==> config.mk <==
export PLATFORM = sky130hd
export DESIGN_NAME = muldiv_ctrl
export DESIGN_NICKNAME = d
export VERILOG_FILES = /design/src/rtl/muldiv_pkg.sv /design/src/rtl/muldiv_ctrl.sv
export SDC_FILE = /design/constraint.sdc
export NUM_CORES = 1
export LEC_CHECK = 0
export BUFFER_PORTS_ARGS = -buffer_cell sky130_fd_sc_hd__buf_2
export CORE_AREA = 2 2 156 158
export DETAILED_ROUTE_END_ITERATION = 7
export DIE_AREA = 0 0 158 160
export REMOVE_ABC_BUFFERS = 1
export SYNTH_ARGS = -nofsm -noshare
export SYNTH_HDL_FRONTEND = slang
export SYNTH_SLANG_ARGS = --single-unit
==> constraint.sdc <==
create_clock -name clk -period 12.57 [get_ports clk]
set_input_delay 2.514 -clock clk [delete_from_list [all_inputs] [get_ports clk]]
set_output_delay 2.514 -clock clk [all_outputs]
set_load 0.02 [all_outputs]
==> src/rtl/muldiv_pkg.sv <==
// Shared encodings for the EX-stage multiply/divide sequencer.
package muldiv_pkg;

  localparam logic [1:0] OP_MULTU = 2'b00;
  localparam logic [1:0] OP_MULT  = 2'b01;
  localparam logic [1:0] OP_DIVU  = 2'b10;
  localparam logic [1:0] OP_DIV   = 2'b11;

  typedef enum logic [1:0] {
    S_IDLE     = 2'b00,
    S_MUL_WAIT = 2'b01,
    S_DIV_WAIT = 2'b10,
    S_DONE     = 2'b11
  } state_t;

  // Architected result of a divide by zero: HI = dividend, LO = all ones.
  localparam logic [31:0] DIV0_LO = 32'hFFFF_FFFF;

  typedef struct packed {
    logic [1:0]  op;
    logic [31:0] a;
    logic [31:0] b;
  } md_req_t;

  function automatic logic op_is_div(input logic [1:0] op);
    return op[1];
  endfunction

endpackage

==> src/rtl/muldiv_ctrl.sv <==
// Sequences one MULT/MULTU/DIV/DIVU from EX through the external mul/div units,
// stalls EX until the result is in, then issues a single-cycle HI/LO write.
module muldiv_ctrl
  import muldiv_pkg::*;
#(
  parameter int MUL_LAT = 2,
  parameter int CNT_W   = 2
) (
  input  logic        clk,
  input  logic        rst,
  input  logic        flush,
  input  logic        req_valid,
  input  logic [1:0]  req_op,
  input  logic [31:0] src_a,
  input  logic [31:0] src_b,
  output logic        stall_req,
  output logic        busy,
  output logic        mul_signed,
  output logic [31:0] mul_ina,
  output logic [31:0] mul_inb,
  input  logic [63:0] mul_result,
  output logic        div_start,
  output logic        div_annul,
  output logic        div_signed,
  output logic [31:0] div_opa,
  output logic [31:0] div_opb,
  input  logic [63:0] div_result,
  input  logic        div_ready,
  output logic        hilo_we,
  output logic [31:0] hi_wdata,
  output logic [31:0] lo_wdata
);

  state_t           state;
  logic [CNT_W-1:0] cnt;
  md_req_t          req_q;
  logic [31:0]      hi_q;
  logic [31:0]      lo_q;

  always_ff @(posedge clk or posedge rst) begin
    if (rst) begin
      state <= S_IDLE;
      cnt   <= '0;
      req_q <= '0;
      hi_q  <= '0;
      lo_q  <= '0;
    end else if (flush) begin
      // Killed instruction: abandon whatever was in flight and its result.
      state <= S_IDLE;
      cnt   <= '0;
      hi_q  <= '0;
      lo_q  <= '0;
    end else begin
      unique case (state)
        S_IDLE: begin
          if (req_valid) begin
            req_q <= '{op: req_op, a: src_a, b: src_b};
            if (!op_is_div(req_op)) begin
              state <= S_MUL_WAIT;
              cnt   <= CNT_W'(MUL_LAT - 1);
            end else if (src_b == '0) begin
              state <= S_DONE;
              hi_q  <= src_a;
              lo_q  <= DIV0_LO;
            end else begin
              state <= S_DIV_WAIT;
            end
          end
        end
        S_MUL_WAIT: begin
          if (cnt == '0) begin
            hi_q  <= mul_result[63:32];
            lo_q  <= mul_result[31:0];
            state <= S_DONE;
          end else begin
            cnt <= cnt - 1'b1;
          end
        end
        S_DIV_WAIT: begin
          if (div_ready) begin
            hi_q  <= div_result[63:32];
            lo_q  <= div_result[31:0];
            state <= S_DONE;
          end
        end
        S_DONE: begin
          // EX still shows the finished op here; it must not re-issue.
          state <= S_IDLE;
        end
        default: state <= S_IDLE;
      endcase
    end
  end

  // Stall rises in the request cycle itself, before the state register moves.
  assign stall_req = !rst && !flush &&
                     ((state == S_IDLE && req_valid) ||
                      state == S_MUL_WAIT || state == S_DIV_WAIT);
  assign busy      = (state != S_IDLE);
  assign hilo_we   = (state == S_DONE) && !flush;
  assign div_start = (state == S_DIV_WAIT) && !flush;
  assign div_annul = (state == S_DIV_WAIT) && flush;

  assign mul_signed = req_q.op[0];
  assign mul_ina    = req_q.a;
  assign mul_inb    = req_q.b;
  assign div_signed = req_q.op[0];
  assign div_opa    = req_q.a;
  assign div_opb    = req_q.b;
  assign hi_wdata   = hi_q;
  assign lo_wdata   = lo_q;

endmodule

==> metrics.md <==
| Metric | Value |
|---|---|
| Crit-path max FO | `14` |
| Initial antenna violation count | `12` |
| Placed cell count | `about 1400` |
| Final setup viols | `0` |
| Period utilization | `~45%` |
| Die Wd | `158 um` |
| Fin nets | `1276` |
| Ys Warns | `0` |
| Critical path launch point type | `primary input` |
| Die area | `25280 um^2` |
| Worst IR Drop VDD | `155.2 uV` |
| FF+latch area | `between 3000 and 4000 um^2` |
| EDFF count, synth | `0` |
| Overflow after GRT | `0` |
| Status | `finished clean` |
| Area Growth Syn to Fin | `27.43%` |
| H-tree depth | `4` |
| Clock transition at path regs | `0.06 ns` |
| Critical R2R Launch | `state[0]$_DFFE_PP0P_` |
| Combinational family with the most area after synthesis | `compound AO/OA/AOI/OAI gates` |
| Commonest cells in the netlist | `dfrtp_1, o211ai_1, buf_4, mux2_1, clkbuf_1` |
| Non-Filler Instances | `1422` |
| Shortest period the worst path allows | `5.675 ns` |
| XOR/XNOR Fraction of Synth Area | `0%` |
| First-pass GRT wire length | `46270 um` |
| Post-synth top area share | `39.89%` |
| Vias per std cell | `5.779` |
| Routed WL per cell | `approximately 22 um` |
| Arrival @ worst endpoint | `around 3.2 ns` |
| Top FF cell, synth | `dfrtp_1` |
| Setup TNS | `0 ns` |
| Vias in the first global route | `7815` |
| Total wire length | `~31000 um` |
| Die height | `160 um` |
| WP data required | `10.06 ns` |
| Worst relative slew slack | `22.60%` |
| Layout cells sized above 1 | `41.94%` |
| Synth Register Bits | `133` |
| Count of pins over their slew limit | `0` |
| First drt pass iteration count | `5` |
| Worst flop-to-flop path endpoint | `hi_wdata[9]$_DFFE_PP0P_` |
| Clock root buffer | `clkbuf_16` |
| CTS tree | `done` |
| DR vias | `8218` |
| Total CTS buffers | `17` |
| Hold Path Sink | `div_opa[24]$_DFFE_PP0P_` |
| DP HPWL | `20000 um` |
| Routed Antenna Nets | `0` |
| Register area share after synthesis | `39.89%` |
| WHS Path Cells | `1` |
| Area leader, netlist | `dfrtp_1` |
| Sinks on Clock Net | `between 100 and 150` |
| Max_cap viols | `0` |
| Synth Area in Compound Gates | `30.42%` |
| Largest net degree at the start of global routing | `74` |
| RSZ-0062 raised after global routing | `false` |
| Worst reg-to-reg setup slack | `about 8.8 ns` |
| Simple-gate share of the synthesized area | `8.787%` |
| # DRC | `0` |
| Total GRT Usage | `23.71%` |
| Core area | `23820 um^2` |
| Adder-cell area share of the yosys netlist | `less than 1%` |
| Crit. End Element | `primary output` |
| Clock skew | `0.007262 ns` |
| Final Hold Violating Endpoints | `0` |
| # Post-CTS Setup Buffers | `0` |
| Hold-fix buffer count after cts | `0` |
| Mapped Area | `8344 um^2` |
| Share of flip-flops with an asynchronous set or reset | `100.0%` |
| Number of I/O pins | `398` |
| Skew-Pair Late Insertion Delay | `0.42 ns` |
| Syn Inst Count | `805` |
| CTS max path bufs | `2` |
| Fill cells | `2374` |
| Area of the multi-input gates | `about 4100 um^2` |
| Synth area leaders | `dfrtp_1, mux2_1, o211ai_1, buf_4, a221o_1` |
| Avg Cell Area, Syn | `a little over 10 um^2` |
| Rows | `57` |
| WS Path Type | `in -> out` |
| Worst-case reg-to-reg path depth | `7` |
| Number of distinct library cells after synthesis | `39` |
| Hold Crit Class | `reg -> reg` |
| Most common cell in the netlist | `dfrtp_1` |
| Mux share of post-synthesis cell area | `8.772%` |
| Leak | `approximately 4.8 nW` |
| Fmax | `176.2 MHz` |
| Initial drt markers | `520` |
| Starting Density | `35.03%` |
| Resize count post-CTS | `0` |
| Hold path start | `div_opa[24]$_DFFE_PP0P_` |
| Pwr Density | `~270 nW/um^2` |
| Number of buffers inserted by port buffering | `just under 400` |
| GPL Wtd Cong | `0.8405` |
| Slew @ Worst Pin | `between 1 and 1.5 ns` |
==> registers in the layout, indices dropped and copies added, names as in the netlist <==
name	flops
div_signed	1
cnt	2
div_opb	32
lo_wdata	32
hi_wdata	32
state	2
div_opa	32
==> critical path, stage by stage <==
cell	delay (ns)
buf_2	0.21
a211oi_1	0.24
buf_2	0.20
==> cells in the final DEF, fill, tap and decap left out, types with 3 or more instances in the layout <==
master and instances:
a22o_1 32, a221o_1 32, a311o_1 32, buf_4 14, nor2_1 35, nor2b_1 34
a22oi_1 32, clkbuf_16 17, inv_6 6, dfrtp_1 133, inv_1 5, nor4_1 40
a41oi_1 32, nand4_1 3, clkinvlp_4 4, o211ai_1 97, diode_2 13, o2bb2ai_1 32
buf_2 397, nand2b_1 3, mux2_1 65
==> stage by stage <==
step | hold slack (ns) | setup WS [ns] | instance area (um^2) | power (mW) | util [%]
after CTS | 0.5063 | 6.890 | 10600 | 2.930 | 44.50
after floorplan | 0.5051 | 6.274 | 7421 | 1.767 | -
after global placement | 0.4834 | 6.890 | 10010 | 2.393 | 42.01
after detailed placement | 0.4877 | 6.888 | 10010 | 2.399 | 42.01
final | 0.5038 | 6.895 | 10630 | 2.918 | 44.64
after global routing | 0.5239 | 6.840 | 10620 | 3.088 | 44.58
==> layer usage <==
metal	global-route usage (%)	share of wire, %	vias up
met2	39.76	50	393
met5	0	0.052	-
met4	8.763	2.0	2
met1	29.98	41	4087
met3	4.939	7.0	33
li1	-	-	3703
==> worst max path at each step <==
stage	end	startpoint	depth (start not counted)
floorplan	hi_wdata[0]$_DFFE_PP0P_	div_ready	4
global placement	stall_req	flush	3
detailed placement	stall_req	flush	3
CTS	stall_req	flush	3
global route	stall_req	flush	3
finish	stall_req	flush	3
==> power breakdown <==
group          internal, mW  leakage (nW)  total, mW  switching [mW]
clock network         0.299         0.278      0.517           0.219
logic                 0.574          2.81       1.67            1.09
registers             0.592          1.70      0.734           0.143
==> final cells by class <==
cell class | instances | area share [%]
tap | 324 | 3.813
antenna | 13 | 0.3060
sequential | 133 | 31.30
timing repair buffer | 411 | 19.68
multi-input combinational | 502 | 39.02
clock buffer | 18 | 4.036
inverter | 7 | 0.2942
clock inverter | 14 | 1.553
==> cell families after synthesis <==
| group | after synthesis |
|---|---|
| compound gates | 301 |
| fa+ha+maj | 5 |
| buf+inv | 170 |
| flops | 133 |
| mux | 65 |
| simple gates | 131 |
Note: power is estimated with default switching activity, not from simulation.
